## config.mk

```make
export PLATFORM = sky130hd
export DESIGN_NAME = hyperbus_cfg_shadow_regs
export DESIGN_NICKNAME = d
export VERILOG_FILES = /design/src/rtl/hyperbus_cfg_shadow_regs.sv
export SDC_FILE = /design/constraint.sdc
export NUM_CORES = 2
export LEC_CHECK = 0
export CORE_UTILIZATION = 29
export DETAILED_ROUTE_END_ITERATION = 8
export PLACE_DENSITY = 0.51
export SLEW_MARGIN = 20
export SYNTH_ARGS = -nofsm -noshare
export SYNTH_HDL_FRONTEND = slang
export SYNTH_SLANG_ARGS = --single-unit
export TNS_END_PERCENT = 10
```

## constraint.sdc

```tcl
create_clock -name clk_i -period 3.85 [get_ports clk_i]
set_clock_uncertainty 0.1 [all_clocks]
set_input_delay 0.5775 -clock clk_i [delete_from_list [all_inputs] [get_ports clk_i]]
set_output_delay 0.5775 -clock clk_i [all_outputs]
set_load 0.02 [all_outputs]
```

## src/rtl/hyperbus_cfg_shadow_regs.sv

```systemverilog
// HyperBus configuration shadow registers.
// Register-bus writes go to a shadow copy. The shadow is copied into the active
// copy in one cycle, and only while no HyperBus transfer is in flight.
// Optional: HYPERBUS_CFG_SHADOW_READBACK_EN makes data-register reads return
// the shadow copy instead of the active copy.
module hyperbus_cfg_shadow_regs #(
  parameter int unsigned NumRegs      = 17,
  parameter int unsigned RegAddrWidth = 32,
  parameter int unsigned RegDataWidth = 32,
  parameter logic [NumRegs*RegDataWidth-1:0] RstVal = '0,
  parameter int unsigned WaitCntWidth = 16
) (
  input  logic                            clk_i,
  input  logic                            rst_ni,
  input  logic                            reg_valid_i,
  input  logic                            reg_write_i,
  input  logic [RegAddrWidth-1:0]         reg_addr_i,
  input  logic [RegDataWidth-1:0]         reg_wdata_i,
  input  logic [RegDataWidth/8-1:0]       reg_wstrb_i,
  output logic                            reg_ready_o,
  output logic [RegDataWidth-1:0]         reg_rdata_o,
  output logic                            reg_error_o,
  input  logic                            trans_active_i,
  output logic [NumRegs*RegDataWidth-1:0] active_regs_o,
  output logic                            pending_o,
  output logic                            commit_o
);

  localparam int unsigned StrbW = RegDataWidth / 8;
  localparam int unsigned OffW  = $clog2(StrbW);

  typedef enum logic [1:0] {IDLE, PENDING, COMMIT} state_e;

  state_e                                 state_q, state_d;
  logic [NumRegs-1:0][RegDataWidth-1:0]   active_q, shadow_q, rd_src;
  logic                                   auto_q, auto_d;
  logic                                   creq_q, creq_d;
  logic [WaitCntWidth-1:0]                wcnt_q, wcnt_d;

  logic [RegAddrWidth-1:0]  idx;
  logic                     is_ctrl, is_status, is_data, bad;
  logic                     acc, wr_ok, data_wr, ctrl_wr, commit_wr, discard_wr, creq_now;
  logic [RegDataWidth-1:0]  wmask, status;

  // Address decode and request qualification
  assign idx        = reg_addr_i >> OffW;
  assign is_ctrl    = (idx == '0);
  assign is_status  = (idx == RegAddrWidth'(1));
  assign is_data    = (idx >= RegAddrWidth'(2)) && (idx < RegAddrWidth'(NumRegs + 2));
  assign bad        = ~(is_ctrl | is_status | is_data) | (is_status & reg_write_i);
  assign acc        = reg_valid_i & reg_ready_o;
  assign wr_ok      = acc & reg_write_i & ~bad;
  assign data_wr    = wr_ok & is_data;
  assign ctrl_wr    = wr_ok & is_ctrl & reg_wstrb_i[0];
  assign commit_wr  = ctrl_wr & reg_wdata_i[1];
  assign discard_wr = ctrl_wr & reg_wdata_i[2];
  assign creq_now   = creq_q | auto_q | commit_wr;
  assign reg_error_o = acc & bad;

`ifdef HYPERBUS_CFG_SHADOW_READBACK_EN
  assign rd_src = shadow_q;
`else
  assign rd_src = active_q;
`endif

  assign active_regs_o = active_q;

  // Byte-strobe expansion to a bit mask
  always_comb begin
    wmask = '0;
    for (int i = 0; i < StrbW; i++) wmask[i*8 +: 8] = {8{reg_wstrb_i[i]}};
  end

  // FSM state register
  always_ff @(posedge clk_i) begin
    if (!rst_ni) state_q <= IDLE;
    else         state_q <= state_d;
  end

  // FSM next state; DISCARD takes priority over any commit request
  always_comb begin
    state_d = state_q;
    case (state_q)
      IDLE:    if (data_wr) state_d = PENDING;
      PENDING: if (discard_wr) state_d = IDLE;
               else if (creq_now && !trans_active_i) state_d = COMMIT;
      COMMIT:  state_d = IDLE;
      default: state_d = IDLE;
    endcase
  end

  // FSM outputs
  always_comb begin
    reg_ready_o = (state_q != COMMIT);
    pending_o   = (state_q != IDLE);
    commit_o    = (state_q == COMMIT);
  end

  // Control next state: AUTO bit, sticky commit request, saturating wait counter
  always_comb begin
    auto_d = ctrl_wr ? reg_wdata_i[0] : auto_q;
    creq_d = (state_q == PENDING && state_d == PENDING) ? creq_now : 1'b0;
    wcnt_d = wcnt_q;
    if (state_q == IDLE && state_d == PENDING) wcnt_d = '0;
    else if (state_q == PENDING && wcnt_q != '1) wcnt_d = wcnt_q + 1'b1;
  end

  // Control registers
  always_ff @(posedge clk_i) begin
    if (!rst_ni) begin
      auto_q <= 1'b1;
      creq_q <= 1'b0;
      wcnt_q <= '0;
    end else begin
      auto_q <= auto_d;
      creq_q <= creq_d;
      wcnt_q <= wcnt_d;
    end
  end

  // Per-register shadow/active pair
  for (genvar k = 0; k < NumRegs; k++) begin : g_reg
    logic we;
    assign we = data_wr && (idx == RegAddrWidth'(k + 2));

    // Shadow: merged writes, reload from active on discard
    always_ff @(posedge clk_i) begin
      if (!rst_ni)                             shadow_q[k] <= RstVal[k*RegDataWidth +: RegDataWidth];
      else if (state_q == PENDING && discard_wr) shadow_q[k] <= active_q[k];
      else if (we)                             shadow_q[k] <= (shadow_q[k] & ~wmask) | (reg_wdata_i & wmask);
    end

    // Active: loaded from shadow at the end of the COMMIT cycle
    always_ff @(posedge clk_i) begin
      if (!rst_ni)               active_q[k] <= RstVal[k*RegDataWidth +: RegDataWidth];
      else if (state_q == COMMIT) active_q[k] <= shadow_q[k];
    end
  end

  // Read mux and STATUS assembly
  always_comb begin
    status = '0;
    status[0] = pending_o;
    status[1] = auto_q;
    status[16 +: WaitCntWidth] = wcnt_q;
    reg_rdata_o = '0;
    if (is_ctrl)        reg_rdata_o[0] = auto_q;
    else if (is_status) reg_rdata_o = status;
    else begin
      for (int k = 0; k < NumRegs; k++)
        if (idx == RegAddrWidth'(k + 2)) reg_rdata_o = rd_src[k];
    end
  end

endmodule

```

## Word level (Yosys, flattened, before mapping)

Index checks and enable logic that the tools add are counted.

- Add/sub/neg operators: 1
- Magnitude comparators: 2
- Equal/unequal tests: 23
- Mux-type cells: 58
- Bitwise operators: 54
- Reductions and logical operators: 46

Operator list:

| cell | number |
|---|---|
| $mux W32 | 52 |
| $and A32 B32 Y32 | 18 |
| $or A32 B32 Y32 | 17 |
| $eq A30 B4 Y1 const B | 8 |
| $eq A30 B3 Y1 const B | 4 |
| $eq A30 B5 Y1 const B | 3 |
| $eq A30 B2 Y1 const B | 2 |
| $reduce_bool A2 Y1 | 18 |
| $logic_not A32 Y1 | 1 |
| $not A32 Y32 | 1 |
| $mux W31 | 1 |
| $eq A30 B1 Y1 const B | 1 |
| $ge A30 B2 Y1 const B | 1 |
| $lt A30 B5 Y1 const B | 1 |
| $logic_and A1 B1 Y1 | 23 |
| $add A16 B1 Y16 const B | 1 |
| $ne A16 B16 Y1 const B | 1 |
| $and A1 B1 Y1 | 10 |
| $mux W2 | 3 |
| $or A1 B1 Y1 | 5 |
| $eq A2 B1 Y1 const B | 2 |
| $pmux W2 S2 | 1 |
| $not A1 Y1 | 3 |
| $eq A2 B2 Y1 const B | 1 |
| 6 further kinds | 6 |

- Flip-flop bits (word level): 1108
- Logic and storage cells: 222

## Longest topological paths before layout

- Word-level depth: 20
- Gate-level depth with buffers: 13
- Gate-level depth less buffers: 8

## Least setup slack after synthesis

Ideal clock, no wire load.

- Path type: input port to output port
- From: input reg_addr_i[11]
- To: output reg_rdata_o[12]
- Data arrival time: 3055 ps
- Setup slack: 118 ps
- Stages: 10
- Path buffers: 3
- Path through: nor4_1 -> nand3_1 -> buf_2 -> nor3_1 -> clkbuf_1 -> buf_2 -> a22oi_1 -> nand2_1 -> a211oi_1 -> o31ai_1

- Cells in the longest elaborated chain, start to end: 20
- Elaborated cells between the ends (all ways): 38
- Those cells by class: eq/ne: 18; mux: 19; reduce/logical: 1

RTL lines:

| element | line | RTL |
|---|---|---|
| start, declared | 17 | `input logic [RegAddrWidth-1:0] reg_addr_i,` |
| $eq A30 B2 Y1 | 151 | `if (idx == RegAddrWidth'(k + 2)) reg_rdata_o = rd_src[k];` |
| $mux W32 (17 in a row) | 151 |  |
| $mux W32 | 148 | `else if (is_status) reg_rdata_o = status;` |
| $mux W31 (*) | 147 | `if (is_ctrl) reg_rdata_o[0] = auto_q;` |
| end, declared | 21 | `output logic [RegDataWidth-1:0] reg_rdata_o,` |

Mark *: on every way between the ends. The rest lies on a longest branch, timed or not.

## Final worst setup path

- From: input reg_addr_i[23]
- To: output reg_rdata_o[29]

The elaborated chain is that of the path after synthesis.

==> run summary <==
Pre-CTS setup slack: -1.927 ns
Tmin final: 4.449 ns
Yosys warnings: 0
Global-route wire length before repair: 368100 um
Most frequent cells in the layout: 1164 x a21oi_1, 1162 x nand2_1, 1108 x dfxtp_1, 609 x nor2_1, 588 x clkdlybuf4s50_1
Slew HR: 24.51%
CP endpoint kind: primary output
Mapped Nets: 5881
Worst-Margin Slew: 1.132 ns
WHS: 0.3333 ns
Final Hold Vio Count: 0
Overall routing resource usage: 32.18%
Fin nets: 6682
Post-synthesis area per instance: 7.926 um^2
Met1 Use GR: 44.38%
Syn-to-layout area delta: 39.93%
Die area: 160300 um^2
Site Rows: 145
Worst IR Drop VDD: 0.4586 mV
TritonRoute pass-1 iters: 6
Data required, critical path: 3.17 ns
Synth top area share: 48.19%
Pwr Total: 25010 uW
Max Slew Vio Count: 0
Initial antenna violation count: 14
Final setup violation count: 32
Antenna Nets Post-Route: 0
Post-DP HPWL: 198400 um
Largest net degree at the start of global routing: 169
Root buffer cell: clkbuf_16
Failing checks: setup timing
Async set-reset flop share out of synthesis: 0%
Fin util: 41.04%
Yosys cell types: 74
Die W: 400.4 um
Number of max-cap violations: 0
Part of the Yosys area used for sequential elements: 48.19%
Top Ports: 653
Largest area contributor in the netlist: dfxtp_1
CP Max Fanout: 5
Most common flop cell mapped by yosys: dfxtp_1
PD cells: 388.4 nW/um^2
Placed cell areas: 58490 um^2
Clock insertion delay at the later pin of the skew report: 0.78 ns
Detailed Route Iter0 Violations: 6834
Drt via density: 5.721
Final instance area: 64410 um^2
GRT overflow: 0
RSZ-0062 raised after global routing: true
Clock Path Buffers: 3
Clock slew at reported path FFs: 0.06 ns
Die Y: 400.4 um
Gr busiest metal: met2
CP Launch Type: primary input
P_leak: 0.02096 uW
Syn Inst Count: 5807
Hold-fix buffers, CTS: 0
Fraction of layout cells with a size suffix above 1: 15.79%
Mapped Area: 46030 um^2
Starting Density: 29.33%
H-tree levels: 4
CTS tree: done
Post-synth EDFFs: 0
Grt met3 use: 8.813%
CP arrival: 3.77 ns
Kind of critical path: in2out
Period utilisation layout: 115.6%
Detailed-route wire length per cell: 30.70 um
Global placement routability congestion: 1.096
Port Buffers: 650
Via Count: 50120
Maximum clock rate: 0.2247 GHz
Core Footprint: 156900 um^2
Outcome: complete, but fails checks
Final setup margin: -0.5994 ns
Routed Wire Length: 268900 um
Clk sinks: 1108
Register bit count reported by yosys: 1108
Most common cell after layout, fill and taps aside: a21oi_1
Largest cells by area after synthesis: dfxtp_1 48%, a21oi_1 13%, nand2_1 9.6%
DRC: 0
Hold Crit Class: reg2reg
Met2 Use GR: 46.28%
Vias in the first global route: 44630
CTS buffer count: 130
==> worst paths after layout <==
check,from,end,slack [ns],cells past startpoint
worst max-delay path,reg_addr_i[23],reg_rdata_o[29],-0.60,16
worst min register to register,flop,active_regs_o[147],0.33,2
worst max register to register,state_q[0],flop,0.91,12
worst min-delay path,flop,active_regs_o[147],0.33,2
==> through the flow <==
step / setup TNS (ns) / instances
4_1_cts: -7.385 / 8750
3_3_place_gp: -430.42 / 8499
5_1_grt: -11.27 / 8758
3_5_place_dp: -438.96 / 8499
2_1_floorplan: 0 / 5807
6_report: -9.494 / 8761
==> layout make-up <==
cell class                      instances  area (um^2)
Fill cell                           15590        92520
Multi-Input combinational cell       4150        22740
Sequential cell                      1108        22180
Timing Repair Buffer                 1210        12650
Clock buffer                          177         3690
Tap cell                             2058         2575
Clock inverter                         47        523.0
Inverter                                8        45.04
Antenna cell                            3        7.507
==> worst max-delay path, cell delays in order <==
cell and delay (ns):
clkdlybuf4s50_1 0.47, nor2_2 0.05, buf_12 0.14, nand4_4 0.14
buf_6 0.16, nor2_4 0.05, buf_4 0.15, buf_4 0.15
nand2_2 0.16, nor2_1 0.06, buf_4 0.14, buf_4 0.15
a222oi_1 0.78, o21ai_1 0.20, buf_4 0.24, buf_12 0.13
==> synth_stat cells (all sizes together) (17+ instances only) <==
| master | instances |
|---|---|
| buf | 163 |
| clkbuf | 378 |
| nand3 | 33 |
| nand2 | 1177 |
| nor2 | 628 |
| a21oi | 1185 |
| o21ai | 109 |
| a22oi | 96 |
| nor2b | 20 |
| dfxtp | 1108 |
| a211oi | 563 |
| o221ai | 17 |
| nor3 | 20 |
| o22ai | 17 |
| a221oi | 31 |
| and3 | 41 |
==> power by group <==
part / total (uW) / internal (uW) / switching [uW]
registers: 11500 / 11500 / 0.000000377
clock network: 12500 / 7210 / 5270
logic: 1080 / 319 / 757
==> what timing repair did <==
item	in CTS	in global routing
resized for setup	430	35
pin swaps	90	32
endpoints found under the setup margin	125	32
buffers inserted	33	9
cloned	1	0
==> metal layers <==
metal | vias up | part of all wire, %
li1 | 22140 | -
met1 | 24610 | 42
met5 | - | 0.017
met3 | 491 | 11
met4 | 6 | 5.2
met2 | 2873 | 41
==> kinds of logic after synthesis <==
group | count (synthesis) | synth area share (%)
DFF | 1108 | 48.19
AOI/OAI and AO/OA | 2140 | 28.64
and+or+nand+nor | 1985 | 17.45
muxes | 16 | 0.3914
xor gates and xnor gates | 8 | 0.1522
buffers and inverters | 549 | 5.154
adders and majority gates | 1 | 0.02718
No activity file was read; power rests on OpenSTA's default activity.
